### config.mk
export PLATFORM = sky130hd
export DESIGN_NAME = pc_unit_flat
export DESIGN_NICKNAME = d
export VERILOG_FILES = /design/src/rtl/pc_unit_if.sv /design/src/rtl/pc_unit.sv /design/src/flat_wrapper.sv
export SDC_FILE = /design/constraint.sdc
export NUM_CORES = 1
export LEC_CHECK = 0
export CORE_MARGIN = 4
export CORE_UTILIZATION = 49
export CTS_CLUSTER_DIAMETER = 100
export DETAILED_ROUTE_END_ITERATION = 8
export PLACE_DENSITY = 0.93
export SYNTH_ARGS = -nofsm -noshare
export SYNTH_HDL_FRONTEND = slang
export SYNTH_SLANG_ARGS = --single-unit
### constraint.sdc
create_clock -name i_clk -period 7.1 [get_ports i_clk]
set_clock_uncertainty 0.05 [all_clocks]
set_input_delay 0.71 -clock i_clk [delete_from_list [all_inputs] [get_ports i_clk]]
set_output_delay 0.71 -clock i_clk [all_outputs]
set_load 0.01 [all_outputs]
### src/rtl/pc_unit_if.sv
// Fetch-stage PC bus: redirect/control inputs from the pipeline, fetch address and status back out.
interface pc_unit_if #(parameter int NB_ADDR = 32);
   logic               i_stall;
   logic               i_halt;
   logic               i_exc_valid;
   logic               i_branch_valid;
   logic [NB_ADDR-1:0] i_branch_addr;
   logic               i_jump_valid;
   logic [NB_ADDR-1:0] i_jump_addr;
   logic               i_call;
   logic [NB_ADDR-1:0] i_jump_ret;
   logic               i_ret;
   logic [NB_ADDR-1:0] o_pc;
   logic [NB_ADDR-1:0] o_pc_seq;
   logic               o_valid;
   logic               o_redirect;
   logic               o_ras_empty;

   modport master (
      output i_stall, i_halt, i_exc_valid, i_branch_valid, i_branch_addr,
             i_jump_valid, i_jump_addr, i_call, i_jump_ret, i_ret,
      input  o_pc, o_pc_seq, o_valid, o_redirect, o_ras_empty
   );

   modport slave (
      input  i_stall, i_halt, i_exc_valid, i_branch_valid, i_branch_addr,
             i_jump_valid, i_jump_addr, i_call, i_jump_ret, i_ret,
      output o_pc, o_pc_seq, o_valid, o_redirect, o_ras_empty
   );
endinterface

### src/rtl/pc_unit.sv
// Fetch-stage program counter: exc > branch > jump > pending > sequential next-PC select,
// stall-held redirects and HALT. Define PC_RAS_EN for the circular return-address stack.
module pc_unit #(
   parameter int                 NB_ADDR      = 32,
   parameter int                 INC          = 4,
   parameter logic [NB_ADDR-1:0] RESET_VECTOR = '0,
   parameter logic [NB_ADDR-1:0] EXC_VECTOR   = 'h80,
   parameter int                 RAS_DEPTH    = 4
) (
   input  logic     i_clk,
   input  logic     i_reset,
   pc_unit_if.slave bus
);
   localparam logic [NB_ADDR-1:0] ALIGN_MASK = ~NB_ADDR'(INC - 1);

   typedef enum logic [1:0] {ST_BOOT, ST_RUN, ST_HALT} state_t;

   typedef struct packed {
      logic               vld;
      logic               is_br;
      logic [NB_ADDR-1:0] addr;
   } pend_t;

   state_t             state_q, state_d;
   pend_t              pend_q, pend_d;
   logic [NB_ADDR-1:0] pc_q, pc_d, pc_seq, br_tgt, jmp_tgt, ras_top;
   logic               valid_q, valid_d, redir_q, redir_d;
   logic               jump_take, ras_empty;

   assign pc_seq  = pc_q + NB_ADDR'(INC);
   assign br_tgt  = bus.i_branch_addr & ALIGN_MASK;
   assign jmp_tgt = ((bus.i_ret && !ras_empty) ? ras_top : bus.i_jump_addr) & ALIGN_MASK;

   always_ff @(negedge i_clk or negedge i_reset) begin
      if (!i_reset) begin
         state_q <= ST_BOOT;
         pc_q    <= RESET_VECTOR;
         valid_q <= 1'b0;
         redir_q <= 1'b0;
         pend_q  <= '0;
      end else begin
         state_q <= state_d;
         pc_q    <= pc_d;
         valid_q <= valid_d;
         redir_q <= redir_d;
         pend_q  <= pend_d;
      end
   end

   always_comb begin
      state_d   = state_q;
      pc_d      = pc_q;
      valid_d   = valid_q;
      redir_d   = 1'b0;
      pend_d    = pend_q;
      jump_take = 1'b0;
      case (state_q)
         ST_BOOT: begin
            state_d = ST_RUN;
            valid_d = 1'b1;
         end
         ST_RUN: begin
            if (bus.i_exc_valid) begin
               pc_d    = EXC_VECTOR;
               pend_d  = '0;
               redir_d = 1'b1;
            end else if (bus.i_stall) begin
               // A jump may not displace a held branch; anything else replaces the entry.
               if (bus.i_branch_valid)
                  pend_d = '{vld: 1'b1, is_br: 1'b1, addr: br_tgt};
               else if (bus.i_jump_valid && !(pend_q.vld && pend_q.is_br))
                  pend_d = '{vld: 1'b1, is_br: 1'b0, addr: jmp_tgt};
            end else if (bus.i_halt) begin
               state_d = ST_HALT;
               valid_d = 1'b0;
            end else begin
               pend_d  = '0;
               redir_d = 1'b1;
               if (bus.i_branch_valid) begin
                  pc_d = br_tgt;
               end else if (bus.i_jump_valid) begin
                  pc_d      = jmp_tgt;
                  jump_take = 1'b1;
               end else if (pend_q.vld) begin
                  pc_d = pend_q.addr;
               end else begin
                  pc_d    = pc_seq;
                  redir_d = 1'b0;
               end
            end
         end
         ST_HALT: begin
            if (bus.i_exc_valid) begin
               state_d = ST_RUN;
               valid_d = 1'b1;
               pc_d    = EXC_VECTOR;
               pend_d  = '0;
               redir_d = 1'b1;
            end
         end
         default: state_d = ST_BOOT;
      endcase
   end

`ifdef PC_RAS_EN
   localparam int             PW       = $clog2(RAS_DEPTH);
   localparam logic [PW:0]    RAS_FULL = RAS_DEPTH[PW:0];

   logic [NB_ADDR-1:0] ras_mem [RAS_DEPTH];
   logic [PW-1:0]      ras_ptr_q, ras_ptr_d;
   logic [PW:0]        ras_cnt_q, ras_cnt_d;
   logic               ras_push, ras_pop;

   assign ras_empty = (ras_cnt_q == '0);
   assign ras_top   = ras_mem[ras_ptr_q];
   // Only a jump that actually redirects fetch touches the stack.
   assign ras_pop   = jump_take && bus.i_ret && !ras_empty;
   assign ras_push  = jump_take && bus.i_call && !bus.i_ret;

   always_comb begin
      ras_ptr_d = ras_ptr_q;
      ras_cnt_d = ras_cnt_q;
      if (ras_pop) begin
         ras_ptr_d = ras_ptr_q - PW'(1);
         ras_cnt_d = ras_cnt_q - (PW+1)'(1);
      end else if (ras_push) begin
         ras_ptr_d = ras_ptr_q + PW'(1);
         if (ras_cnt_q != RAS_FULL)
            ras_cnt_d = ras_cnt_q + (PW+1)'(1);
      end
   end

   always_ff @(negedge i_clk or negedge i_reset) begin
      if (!i_reset) begin
         ras_ptr_q <= '0;
         ras_cnt_q <= '0;
      end else begin
         ras_ptr_q <= ras_ptr_d;
         ras_cnt_q <= ras_cnt_d;
      end
   end

   // Wrapping pointer overwrites the oldest entry once the stack is full.
   always_ff @(negedge i_clk) begin
      if (ras_push)
         ras_mem[ras_ptr_d] <= bus.i_jump_ret;
   end
`else
   localparam int unused_ras_depth = RAS_DEPTH;
   logic unused_ras;

   assign ras_empty  = 1'b1;
   assign ras_top    = bus.i_jump_addr;
   assign unused_ras = ^{bus.i_call, bus.i_jump_ret, jump_take};
`endif

   assign bus.o_pc        = pc_q;
   assign bus.o_pc_seq    = pc_seq;
   assign bus.o_valid     = valid_q;
   assign bus.o_redirect  = redir_q;
   assign bus.o_ras_empty = ras_empty;
endmodule

### src/flat_wrapper.sv
// flat-port wrapper written by rule: the top's interface ports become plain ports
module pc_unit_flat 
#(
   parameter int                 NB_ADDR      = 32,
   parameter int                 INC          = 4,
   parameter logic [NB_ADDR-1:0] RESET_VECTOR = '0,
   parameter logic [NB_ADDR-1:0] EXC_VECTOR   = 'h80,
   parameter int                 RAS_DEPTH    = 4
)
  (i_clk, i_reset, bus_i_stall, bus_i_halt, bus_i_exc_valid, bus_i_branch_valid, bus_i_branch_addr, bus_i_jump_valid, bus_i_jump_addr, bus_i_call, bus_i_jump_ret, bus_i_ret, bus_o_pc, bus_o_pc_seq, bus_o_valid, bus_o_redirect, bus_o_ras_empty);
  pc_unit_if #(.NB_ADDR(NB_ADDR)) bus_i ();
  input  logic i_clk;
  input  logic i_reset;
  input wire logic [$bits(bus_i.i_stall)-1:0] bus_i_stall;
  input wire logic [$bits(bus_i.i_halt)-1:0] bus_i_halt;
  input wire logic [$bits(bus_i.i_exc_valid)-1:0] bus_i_exc_valid;
  input wire logic [$bits(bus_i.i_branch_valid)-1:0] bus_i_branch_valid;
  input wire logic [$bits(bus_i.i_branch_addr)-1:0] bus_i_branch_addr;
  input wire logic [$bits(bus_i.i_jump_valid)-1:0] bus_i_jump_valid;
  input wire logic [$bits(bus_i.i_jump_addr)-1:0] bus_i_jump_addr;
  input wire logic [$bits(bus_i.i_call)-1:0] bus_i_call;
  input wire logic [$bits(bus_i.i_jump_ret)-1:0] bus_i_jump_ret;
  input wire logic [$bits(bus_i.i_ret)-1:0] bus_i_ret;
  output wire logic [$bits(bus_i.o_pc)-1:0] bus_o_pc;
  output wire logic [$bits(bus_i.o_pc_seq)-1:0] bus_o_pc_seq;
  output wire logic [$bits(bus_i.o_valid)-1:0] bus_o_valid;
  output wire logic [$bits(bus_i.o_redirect)-1:0] bus_o_redirect;
  output wire logic [$bits(bus_i.o_ras_empty)-1:0] bus_o_ras_empty;
  assign bus_i.i_stall = bus_i_stall;
  assign bus_i.i_halt = bus_i_halt;
  assign bus_i.i_exc_valid = bus_i_exc_valid;
  assign bus_i.i_branch_valid = bus_i_branch_valid;
  assign bus_i.i_branch_addr = bus_i_branch_addr;
  assign bus_i.i_jump_valid = bus_i_jump_valid;
  assign bus_i.i_jump_addr = bus_i_jump_addr;
  assign bus_i.i_call = bus_i_call;
  assign bus_i.i_jump_ret = bus_i_jump_ret;
  assign bus_i.i_ret = bus_i_ret;
  assign bus_o_pc = bus_i.o_pc;
  assign bus_o_pc_seq = bus_i.o_pc_seq;
  assign bus_o_valid = bus_i.o_valid;
  assign bus_o_redirect = bus_i.o_redirect;
  assign bus_o_ras_empty = bus_i.o_ras_empty;
  pc_unit #(.NB_ADDR(NB_ADDR), .INC(INC), .RESET_VECTOR(RESET_VECTOR), .EXC_VECTOR(EXC_VECTOR), .RAS_DEPTH(RAS_DEPTH)) u_core (.i_clk(i_clk), .i_reset(i_reset), .bus(bus_i));
endmodule
==> impl_metrics.csv <==
group,metric,value,unit
routing,drtPass1Iterations,6,
min_path,hp-start,"u_core.pend_q[19]",
synth,syn_area,4590,um2
worst_setup_path,crit_type,"reg -> out",
cts,cts_root_buffer,"clkbuf_8",
floorplanning,fp.dieH,105,um
routing,vias,5128,
run,maxCapViolCount,0,
power,finalPower,1860,uW
floorplanning,die_w,105,um
synth,synth_top_area_share,36.0,%
synth,seq_area_frac_synth,36.0,%
synth,synth_top_area_cell,"dfrtn_1",
worst_setup_path,required,6.34,ns
cts,clockBufferDepth,2,
power,power_leakage,0.00272,uW
synth,ys_ff_latch,66,
global_route,antenna_found_initial,0,
synth,ys_async_sr_fraction,100,%
timing,finalSetupViolations,0,
timing,hold_viol_final,0,
cts,clk_pin_slew_worst_paths,0.05,ns
worst_setup_path,reg2regPathDepth,5,
worst_setup_path,worst_ep_arrival_time,6.32,ns
routing,first_iter_violations,630,
cts,cts.sinks,66,
placement,routabilityCongestion,0.981,
timing,slew_violations,0,
floorplanning,num_rows,35,
finish,area_delta_synth_final,37.4,%
synth,ys_types,65,
worst_setup_path,cp_max_fo,5,
global_route,met1_usage,36.6,%
synth,syn_avg_cell_area,8.47,um2
power,ir_drop,0.000126,V
placement,numPortBuffers,128,
worst_setup_path,timing.rr.end,"u_core.bus.o_pc[19]",
timing,rsz0062_at_grt,"no",
cts,insertion_delay,0.34,ns
synth,ys_top_cells_by_area,"dfrtn_1, mux2i_1, nand2_1, o21ai_0, xnor2_1",
floorplanning,die_area,11000,um2
floorplanning,coreArea,9200,um2
global_route,grt_max_degree,52,
worst_setup_path,startpoint,"u_core.bus.o_pc[11]",
min_path,min_path_cells,2,
global_route,met2_usage,46.6,%
global_route,busiest_layer,"met2",
routing,detail_route.vias_per_cell,6.49,
timing,worst_pin_slew,0.980,ns
worst_setup_path,worstReg2RegStart,"u_core.pend_q[33]",
global_route,grt_pass1_vias,4890,
finish,layout-drive-gt1-share,10.2,%
power,power_density,296,nW/um2
min_path,holdPathEnd,"u_core.pend_q[19]",
worst_setup_path,max_stage_delay,0.56,ns
synth,synthFlopType,"dfrtn_1",
floorplanning,pin_count,172,
cts,htreeDepth,3,
finish,fillCellCount,704,
global_route,met3_usage,5.93,%
worst_setup_path,critical_path.startpoint_type,"register",
routing,post_drt_wl_per_cell,20.5,um
worst_setup_path,path_cells,"nand4_1 > or3_1 > or4_4 > xnor2_1 > clkdlybuf4s50_1",
finish,nNetsFinal,785,
synth,syn_inst,542,
status,status,"finished clean",
floorplanning,start_util,49.9,%
worst_setup_path,crit_path_end_kind,"primary output",
routing,ant_nets,0,
global_route,overflow,0,
timing,setup-tns-final,0,ns
worst_setup_path,cpMaxStageDelayCell,"or4_4",
worst_setup_path,worst-r2r-setup-slack,4.27,ns
synth,synth_edf_count,0,
routing,drc,0,
routing,wl,16.2,mm
placement,hpwl,11.5,mm
cts,numCtsBuffers,9,
global_route,grtUsageTotal,28.4,%
synth,yosysWarnings,0,
finish,diodes,0,
cts,cts_hold_buf,0,
cts,cts_tree,"yes",
min_path,hold_path.class,"reg -> reg",
global_route,grt_pass1_wl,25.3,mm
timing,slew_headroom,34.7,%
report_power, final:
part	internal [uW]	switching, uW
combinational	414	472
clock	162	146
sequential	526	143
repair_timing:
action,in CTS,in global routing
setup buffers,9,3
pin swaps,1,0
gates resized for setup,2,6
setup endpoints to repair,4,9
sequential cells by signal (all words and copies together) (netlist names):
register,cells
u_core.state_q,2
u_core.bus.o_pc,30
u_core.bus.o_valid,1
u_core.pend_q,32
u_core.bus.o_redirect,1
cell type report:
| class | count | area, um2 | area share, % |
|---|---|---|---|
| clock inverter | 2 | 10.0 | 0.159 |
| clock buffer | 13 | 179 | 2.84 |
| multi-input combinational | 408 | 2700 | 42.8 |
| tap | 111 | 139 | 2.20 |
| sequential | 66 | 1650 | 26.2 |
| timing repair buffer | 161 | 1520 | 24.1 |
| inverter | 29 | 109 | 1.73 |
cell usage after synthesis (6+ instances only):
cell type and number:
mux2i_1 32, clkbuf_1 29, and2_1 7, a221oi_1 15, nor2_1 20, o21ai_0 51
xor2_1 7, a32o_1 6, a21boi_0 8, nor4_1 6, inv_1 28, a21oi_1 21
a21o_1 7, o31ai_1 11, xnor2_1 18, nand2b_1 8, nor3_1 13, dfrtn_1 66
nand4_1 10, nand3_1 11, a22o_1 6, nand2_1 69, and3_1 6
cell families (layout without fill, tap and decap cells):
group	Yosys count	after routing	synth area share (%)
compound gates	164	164	24.5
fa+ha+maj	5	5	1.36
xor+xnor	25	25	4.77
other cells	2	5	0.164
mux	32	32	6.98
buf+inv	71	205	6.30
simple gates	177	177	20.0
flops	66	66	36.0
through the flow:
step / utilization (%) / cells / hold slack, ns / cell area, um2 / setup slack [ns]
5_1_grt: 68.6 / 790 / 0.405 / 6310 / 0.00322
3_3_place_gp: 65.2 / 763 / 0.367 / 6000 / 0.271
4_1_cts: 68.0 / 787 / 0.376 / 6250 / 0.0264
3_5_place_dp: 65.2 / 763 / 0.376 / 6000 / 0.210
2_1_floorplan: - / 545 / 0.355 / 4600 / 0.707
6_report: 68.6 / 790 / 0.376 / 6310 / 0.0244
metal layers:
layer	vias up	share of wire [%]	wire (um)
met5	-	0	0
met4	0	3.7	605
met3	80	12	1960
met2	401	48	7740
met1	2403	36	5910
li1	2244	-	-
worst max-delay path: cells and delay by family, from the launching register on:
| family | cells | cell delay [ns] |
|---|---|---|
| simple gates | 3 | 1.21 |
| flops | 1 | 0.51 |
| xor+xnor | 1 | 0.15 |
| buf+inv | 1 | 0.55 |
worst max-delay path by stage:
stage | endpoint | slack (ns) | depth (start not counted)
6_report | bus_o_pc_seq[29] | 0.02 | 5
2_1_floorplan | bus_o_pc_seq[22] | 0.71 | 5
5_1_grt | bus_o_pc_seq[29] | 0.003 | 5
3_5_place_dp | bus_o_pc_seq[27] | 0.21 | 5
4_1_cts | bus_o_pc_seq[31] | 0.03 | 5
3_3_place_gp | bus_o_pc_seq[27] | 0.27 | 5
layout by cell type (no fill, tap or decap), types with 3 or more instances in the layout:
master	instances
o31ai_1	11
nand4_1	10
clkbuf_8	13
o2bb2ai_1	3
a221o_1	3
a22o_1	6
a21o_1	7
a31o_2	3
a21oi_1	21
buf_4	33
dfrtn_1	66
or2_2	4
nand3b_1	3
o21ai_0	51
nand3_1	11
clkdlybuf4s50_1	125
and2_1	7
xor2_1	7
nor4_1	5
a32o_1	6
and4_1	4
a31oi_1	3
o311ai_0	3
o22ai_1	4
nor2b_1	3
mux2i_1	32
nand2b_1	8
inv_1	28
ha_1	5
and3_1	6
conb_1	5
nor3_1	12
xnor2_1	17
nand2_1	68
a21boi_0	8
a221oi_1	15
nor2_1	20
No activity file was read; power rests on OpenSTA's default activity.
